--- src/rtl/log_mult_pipe.sv ---
// Pipelined Mitchell logarithmic multiplier: operand capture, log conversion,
// log add and antilog by shift, with a global valid/ready stall and a sideband tag.
module log_mult_pipe #(
    parameter int W     = 16,
    parameter int TRUNC = 0,
    parameter int TAG_W = 4
) (
    input  logic             clk,
    input  logic             rst_n,
    input  logic             in_valid,
    output logic             in_ready,
    input  logic [W-1:0]     in_a,
    input  logic [W-1:0]     in_b,
    input  logic             in_sgn,
    input  logic [TAG_W-1:0] in_tag,
    output logic             out_valid,
    input  logic             out_ready,
    output logic [2*W-1:0]   out_p,
    output logic             out_sgn,
    output logic [TAG_W-1:0] out_tag,
    output logic             out_zero
);

    localparam int KW = $clog2(W);
    localparam int FW = W - 1;
    localparam int LW = KW + W;
    localparam logic [KW-1:0]  FW_K       = KW'(FW);
    localparam logic [KW:0]    FW_KS      = (KW+1)'(FW);
    localparam logic [FW-1:0]  TRUNC_MASK = {FW{1'b1}} << TRUNC;

    function automatic logic [W-1:0] magnitude(input logic [W-1:0] x, input logic sgn);
        if (sgn && x[W-1]) begin
            magnitude = -x;
        end else begin
            magnitude = x;
        end
    endfunction

    function automatic logic [KW-1:0] lead_one(input logic [W-1:0] x);
        lead_one = '0;
        for (int i = 0; i < W; i++) begin
            if (x[i]) begin
                lead_one = KW'(i);
            end
        end
    endfunction

    logic             en_s;
    logic             v0_q, sgn0_q;
    logic [W-1:0]     a0_q, b0_q;
    logic [TAG_W-1:0] tag0_q;

    logic             v1_q, neg1_q, zero1_q, sgn1_q;
    logic [KW-1:0]    ka1_q, kb1_q;
    logic [FW-1:0]    fa1_q, fb1_q;
    logic [TAG_W-1:0] tag1_q;

    logic             v2_q, neg2_q, zero2_q, sgn2_q;
    logic [KW:0]      ks2_q;
    logic [FW-1:0]    fs2_q;
    logic [TAG_W-1:0] tag2_q;

    logic             out_valid_q, out_sgn_q, out_zero_q;
    logic [2*W-1:0]   out_p_q;
    logic [TAG_W-1:0] out_tag_q;

    logic [W-1:0]     mag_a_d, mag_b_d;
    logic [KW-1:0]    ka_d, kb_d;
    logic [FW-1:0]    fa_d, fb_d;
    logic             neg_d, zero_d;
    logic [LW-1:0]    l_d;
    logic [2*W-1:0]   m_d, mag_d, p_d;

    assign en_s     = ~out_valid_q | out_ready;
    assign in_ready = en_s;

    // Stage 1: magnitude, leading-one position and normalised (truncated) fraction
    always_comb begin
        mag_a_d = magnitude(a0_q, sgn0_q);
        mag_b_d = magnitude(b0_q, sgn0_q);
        ka_d    = lead_one(mag_a_d);
        kb_d    = lead_one(mag_b_d);
        fa_d    = FW'(mag_a_d << (FW_K - ka_d)) & TRUNC_MASK;
        fb_d    = FW'(mag_b_d << (FW_K - kb_d)) & TRUNC_MASK;
        neg_d   = sgn0_q & (a0_q[W-1] ^ b0_q[W-1]);
        zero_d  = (mag_a_d == '0) | (mag_b_d == '0);
    end

    // Stage 2: log add; the fraction carry ripples into the characteristic
    always_comb begin
        l_d = LW'({ka1_q, fa1_q}) + LW'({kb1_q, fb1_q});
    end

    // Stage 3: antilog by shifting the restored mantissa, then apply sign and zero
    always_comb begin
        m_d   = {{W{1'b0}}, 1'b1, fs2_q};
        mag_d = '0;
        p_d   = '0;
        if (ks2_q >= FW_KS) begin
            mag_d = m_d << (ks2_q - FW_KS);
        end else begin
            mag_d = m_d >> (FW_KS - ks2_q);
        end
        if (zero2_q) begin
            p_d = '0;
        end else if (neg2_q) begin
            p_d = -mag_d;
        end else begin
            p_d = mag_d;
        end
    end

    // Pipeline registers; every rank advances together only when the output can move
    always_ff @(posedge clk or negedge rst_n) begin
        if (!rst_n) begin
            v0_q        <= 1'b0;
            sgn0_q      <= 1'b0;
            a0_q        <= '0;
            b0_q        <= '0;
            tag0_q      <= '0;
            v1_q        <= 1'b0;
            neg1_q      <= 1'b0;
            zero1_q     <= 1'b0;
            sgn1_q      <= 1'b0;
            ka1_q       <= '0;
            kb1_q       <= '0;
            fa1_q       <= '0;
            fb1_q       <= '0;
            tag1_q      <= '0;
            v2_q        <= 1'b0;
            neg2_q      <= 1'b0;
            zero2_q     <= 1'b0;
            sgn2_q      <= 1'b0;
            ks2_q       <= '0;
            fs2_q       <= '0;
            tag2_q      <= '0;
            out_valid_q <= 1'b0;
            out_sgn_q   <= 1'b0;
            out_zero_q  <= 1'b0;
            out_p_q     <= '0;
            out_tag_q   <= '0;
        end else if (en_s) begin
            v0_q        <= in_valid;
            sgn0_q      <= in_sgn;
            a0_q        <= in_a;
            b0_q        <= in_b;
            tag0_q      <= in_tag;
            v1_q        <= v0_q;
            neg1_q      <= neg_d;
            zero1_q     <= zero_d;
            sgn1_q      <= sgn0_q;
            ka1_q       <= ka_d;
            kb1_q       <= kb_d;
            fa1_q       <= fa_d;
            fb1_q       <= fb_d;
            tag1_q      <= tag0_q;
            v2_q        <= v1_q;
            neg2_q      <= neg1_q;
            zero2_q     <= zero1_q;
            sgn2_q      <= sgn1_q;
            ks2_q       <= l_d[LW-1:FW];
            fs2_q       <= l_d[FW-1:0];
            tag2_q      <= tag1_q;
            out_valid_q <= v2_q;
            out_sgn_q   <= sgn2_q;
            out_zero_q  <= zero2_q;
            out_p_q     <= p_d;
            out_tag_q   <= tag2_q;
        end else begin
            out_valid_q <= out_valid_q;
        end
    end

    assign out_valid = out_valid_q;
    assign out_p     = out_p_q;
    assign out_sgn   = out_sgn_q;
    assign out_tag   = out_tag_q;
    assign out_zero  = out_zero_q;

endmodule
--- config.mk ---
export PLATFORM = sky130hd
export DESIGN_NAME = log_mult_pipe
export DESIGN_NICKNAME = d
export VERILOG_FILES = /design/src/rtl/log_mult_pipe.sv
export SDC_FILE = /design/constraint.sdc
export NUM_CORES = 1
export LEC_CHECK = 0
export CAP_MARGIN = 20
export CELL_PAD_IN_SITES_DETAIL_PLACEMENT = 1
export CELL_PAD_IN_SITES_GLOBAL_PLACEMENT = 1
export CORE_ASPECT_RATIO = 1.1
export CORE_MARGIN = 5
export CORE_UTILIZATION = 30
export DETAILED_ROUTE_END_ITERATION = 10
export DONT_BUFFER_PORTS = 1
export PLACE_DENSITY = 0.65
export SYNTH_ARGS = -nofsm -noshare
export SYNTH_HDL_FRONTEND = slang
export SYNTH_SLANG_ARGS = --single-unit
--- constraint.sdc ---
create_clock -name clk -period 6.54 [get_ports clk]
set_input_delay 0.981 -clock clk [delete_from_list [all_inputs] [get_ports clk]]
set_output_delay 0.981 -clock clk [all_outputs]
set_load 0.02 [all_outputs]
# Word-level counts from Yosys, hierarchy flattened
# Index checks and enable logic that the tools add are counted.
# classes
order_cmp,1
n_mux,35
bitwise_logic,5
reduce_logical,4
n_shift,4
add_sub_neg,8
# ops
operator,count
$mux 4,27
$mux 32,3
$logic_not 16->1,2
$mux 16,2
$neg 16->16,2
$neg 32->32,1
$shl 16x4->15,2
$shl 16x5->32,1
$shr 16x5->32,1
$add 19x19->20,1
$sub 4x4->4 const A,2
$ge 5x4->1 const B,1
$sub 4x5->5 const A,1
$sub 5x4->5 const B,1
$logic_and 1x1->1,2
$mux 1,2
$mux 2,1
$or 1x1->1,2
$and 1x1->1,1
$not 1->1,1
$xor 1x1->1,1
# totals
wordCells,83
ff_bits,151
out_inout_bits,40
inputBits,41

# Logic depth before layout (Yosys ltp)
# logic_depth
depth_word,19
ltp_mapped,19
depth_no_buf,16

# Worst setup path before layout
# OpenSTA, ideal clock, no wires.
# synth_path
path_type,register to register
startpoint,reg ks2_q[0]
endpoint,"reg out_p_q[18], in the netlist out_p[18]"
slack_ns,1.972
n_path_buf,5
synth_period_minus_slack_ns,4.568
path_stages_with_launch,19
setup_ns,0.069
required_time_ns,6.471
t_arrival_ns,4.499
path_cell_list,dfrtp_1 -> buf_2 -> inv_2 -> buf_1 -> ha_1 -> buf_2 -> buf_2 -> and2_1 -> a31oi_1 -> ha_1 -> inv_1 -> a211oi_2 -> nand4bb_1 -> or4_4 -> or4b_1 -> buf_2 -> nand2b_4 -> or4_1 -> nand3_1
# synth_between
elab_chain_cells,6
word_cells_on_any_way,9
classes_between,add/sub (3); order compare (1); shift (2); mux (3)
# synth_lines
element,line,text
from (decl),59,logic [KW:0] ks2_q;
from (signal assigned),161,ks2_q <= l_d[LW-1:FW];
$sub 4x5->5 or $sub 5x4->5 (tied branches),"102, 100",
$shr 16x5->32 or $shl 16x5->32 (tied branches),"102, 100",
$mux 32 *,99,if (ks2_q >= FW_KS) begin
$neg 32->32,107,p_d = -mag_d;
$mux 32 *,106,end else if (neg2_q) begin
$mux 32 *,104,if (zero2_q) begin
to (signal assigned),167,out_p_q <= p_d;
to (decl),64,logic [2*W-1:0] out_p_q;
# Every way passes the cells marked *; elsewhere a longest branch is shown, timed or not.
# A chain may end at the register's enable or synchronous reset.

# Worst setup path after layout
# layout_path
startpoint,reg ks2_q[1]
endpoint,"reg out_p_q[18], in the netlist out_p[18]"
# Same word-level chain as after synthesis.

==> reports/metrics.csv <==
stage,metric,value,unit
run_status,outcome,finished clean,
setup_path,worstSetupPathType,reg2reg,
worst_hold_path,hp-class,in2async,
yosys,yosysUniqueCellTypes,84,
yosys,synthAdderAreaFrac,0.0294,
cts,cts_setup_buffers,0,
yosys,synth_top_cell_by_area,dfrtp_1,
layout,seq_area,0.00378,sq mm
global_route,overflow,0,
layout,n_fill_cell,4589,
timing,report.final.hold_viol_count,0,
detailed_routing,wl_per_cell,19.3,um
timing,period_minus_slack,5.25,ns
layout,fin_cells,1889,
yosys,syn_area,0.0117,sq mm
timing,setup_tns,0,ns
yosys,synth_edf_count,0,
yosys,synth_most_common_cell,nand2_1,
setup_path,worstPathRequired,6.92,ns
cts,insertion_delay,0.45,ns
layout,n_antenna_cell,0,
detailed_routing,ant_nets,0,
global_route,grt.total_usage,0.170,
placement,pre_cts_ws,1.30,ns
cts,cts.clk_slew.worst_paths,0.06,ns
yosys,synth_commonest_cells,"nand2_1, dfrtp_1, nor2_1",
layout,syn_to_final_growth,8.55,%
yosys,synth-seq-area-share,0.322,
cts,cts_resized,0,
yosys,postSynthCellCount,1426,
yosys,ys_seq_elements,151,
layout,multiInputGateArea,0.00745,sq mm
yosys,async_flop_share,1.00,
timing,timing.final.ws_setup,1.29,ns
timing,tightestPinTransition,0.916,ns
yosys,yosys-mux-area-fraction,0.135,
timing,max_freq,190,MHz
floorplanning,boundaryPins,81,
cts,cts_made_buffers,17,
yosys,synth-main-ff-cell,dfrtp_1,
yosys,synth-simple-area-share,0.217,
cts,clock_tree.buffer_depth,2,
timing,relSlewSlack,0.390,
yosys,yosys-top-cells-area,"dfrtp_1, nand2_1, mux2i_1",
timing,rsz0062_at_grt,no,
run,maxCapViolCount,0,
cts,clock-sinks,151,
floorplanning,core-area,0.0389,sq mm
cts,cts_tree,built,
timing,finalCritPeriodShare,0.803,
detailed_routing,drtIter0Drc,535,
cts,cts_hold_buf,0,
global_route,grt_pass1_vias,10900,
detailed_routing,vias_per_cell,5.50,
yosys,synth_top_area_frac,0.322,
floorplanning,die_area,0.0432,sq mm
floorplanning,fp.dieW,199,um
detailed_routing,vias,10400,
yosys,synth_xor_xnor_area_share,0.0567,
cts,cts-htree-levels,4,
yosys,synth_warnings,0,
floorplanning,rows,76,
yosys,synth_top_family_by_area,simple AND/OR/NAND/NOR gates,
detailed_routing,first_pass_iters,7,
setup_path,setup.worst_path.end_class,flip-flop,
yosys,syn_avg_cell_area,8.22,sq um
timing,finalSetupViolations,0,
floorplanning,initial_core_util,0.302,
floorplanning,die_h,217,um
placement,port_buffers,0,
timing,skew,0.0107,ns
timing,finalMaxSlewViolations,0,
placement,dp.cells,1856,
setup_path,crit_fanout,13,
global_route,grt_max_degree,152,
layout,final_layout_size_suffix_gt1_frac,0.0818,
placement,gp_congestion,0.904,
setup_path,critPathLaunchType,flip-flop,
global_route,grt_pass1_wl,59.9,mm
layout,fin_nets,1438,
placement,dpl.hpwl,27.4,mm
yosys,synth_compound_area_frac,0.195,
global_route,antenna_found_initial,0,
detailed_routing,wl,36.5,mm
detailed_routing,drc,0,
yosys,synthesis.nets,1494,
setup_path,critPathArrivalTime,5.63,ns
cts,clockRootBuffer,clkbuf_16,
==> final timing paths <==
path,cells after the start,start,endpoint,slack [ns]
max,16,ks2_q[1],out_p[18],1.29
min,0,rst_n,fa1_q[12],0.24
max reg2reg,16,ks2_q[1],out_p[18],1.29
min reg2reg,2,tag1_q[1],tag1_q[1],0.47
max in group asynchronous,0,rst_n,out_p[31],6.04
min in group clk,2,tag1_q[1],tag1_q[1],0.47
==> layout make-up <==
type                       instances  area share
clock buffer                      19      0.0340
clock inverter                    12      0.0114
inverter                          36      0.0108
multi-input combinational       1145       0.586
sequential                       151       0.297
tap                              507      0.0498
timing repair buffer              19      0.0116
==> routing by layer <==
layer  vias up  global-route usage  routed length [um]
met1      5175               0.218               16200
met3        36              0.0265                 984
met4         0              0.0429                 620
li1       5025                   -                   -
met5         -                   0                   0
met2       150               0.300               18700
==> cells in the final DEF (no fill, tap or decap), drive strengths merged, types with 5 or more instances in the layout <==
| master | n |
|---|---|
| a211o | 5 |
| a211oi | 11 |
| a21o | 5 |
| a21oi | 72 |
| a221oi | 6 |
| a22o | 7 |
| a22oi | 11 |
| a31oi | 25 |
| a32oi | 5 |
| a41oi | 5 |
| and2 | 12 |
| and3 | 7 |
| buf | 18 |
| clkbuf | 20 |
| dfrtp | 151 |
| ha | 26 |
| inv | 39 |
| mux2 | 15 |
| mux2i | 84 |
| mux4 | 25 |
| nand2 | 294 |
| nand2b | 18 |
| nand3 | 26 |
| nand4 | 9 |
| nor2 | 108 |
| nor2b | 10 |
| nor3 | 33 |
| nor4 | 9 |
| o211ai | 16 |
| o21a | 8 |
| o21ai | 102 |
| o22ai | 11 |
| o2bb2ai | 6 |
| o31ai | 17 |
| or2 | 5 |
| or3 | 11 |
| xnor2 | 43 |
| xor2 | 32 |
==> worst max-delay path: stages, from the launching register on <==
cell and delay, ns:
dfrtp_1 0.57, ha_1 0.35, and3_1 0.21, ha_1 0.55
inv_1 0.25, nand2_1 0.15, nor2_1 0.17, a31oi_1 0.39
ha_1 0.21, inv_1 0.06, a211oi_2 0.17, nand4bb_1 0.18
or4_4 0.54, or4b_1 0.69, nand2b_4 0.21, or4_1 0.39
nand3_1 0.10
==> metrics by stage <==
step / cell area [sq um] / util / hold WS [ns]
6_report: 12700 / 0.327 / 0.240
5_1_grt: 12700 / 0.327 / 0.212
4_1_cts: 12700 / 0.327 / 0.213
3_5_place_dp: 12100 / 0.312 / 0.457
3_3_place_gp: 12100 / 0.312 / 0.454
2_1_floorplan: 11700 / - / 0.430
==> cells by family (layout without fill, tap and decap cells) <==
group	count (synthesis)	count (layout)
adder cells (fa/ha/maj)	27	27
XOR/XNOR	75	75
AO/OA/AOI/OAI	352	352
multiplexers	124	124
buffers and inverters	130	86
AND/OR/NAND/NOR	567	567
flip-flops	151	151
==> sequential cells by signal, summed over array words and instances, names as in the netlist, 4 cells and up <==
name	flops
fb1_q	15
b0_q	16
tag1_q	4
out_p	32
ka1_q	4
tag0_q	4
out_tag	4
kb1_q	4
tag2_q	4
fs2_q	15
a0_q	16
ks2_q	5
fa1_q	15
Power is not shown: default switching activity piles up to over one toggle a cycle in this logic, so the estimate is an artifact.
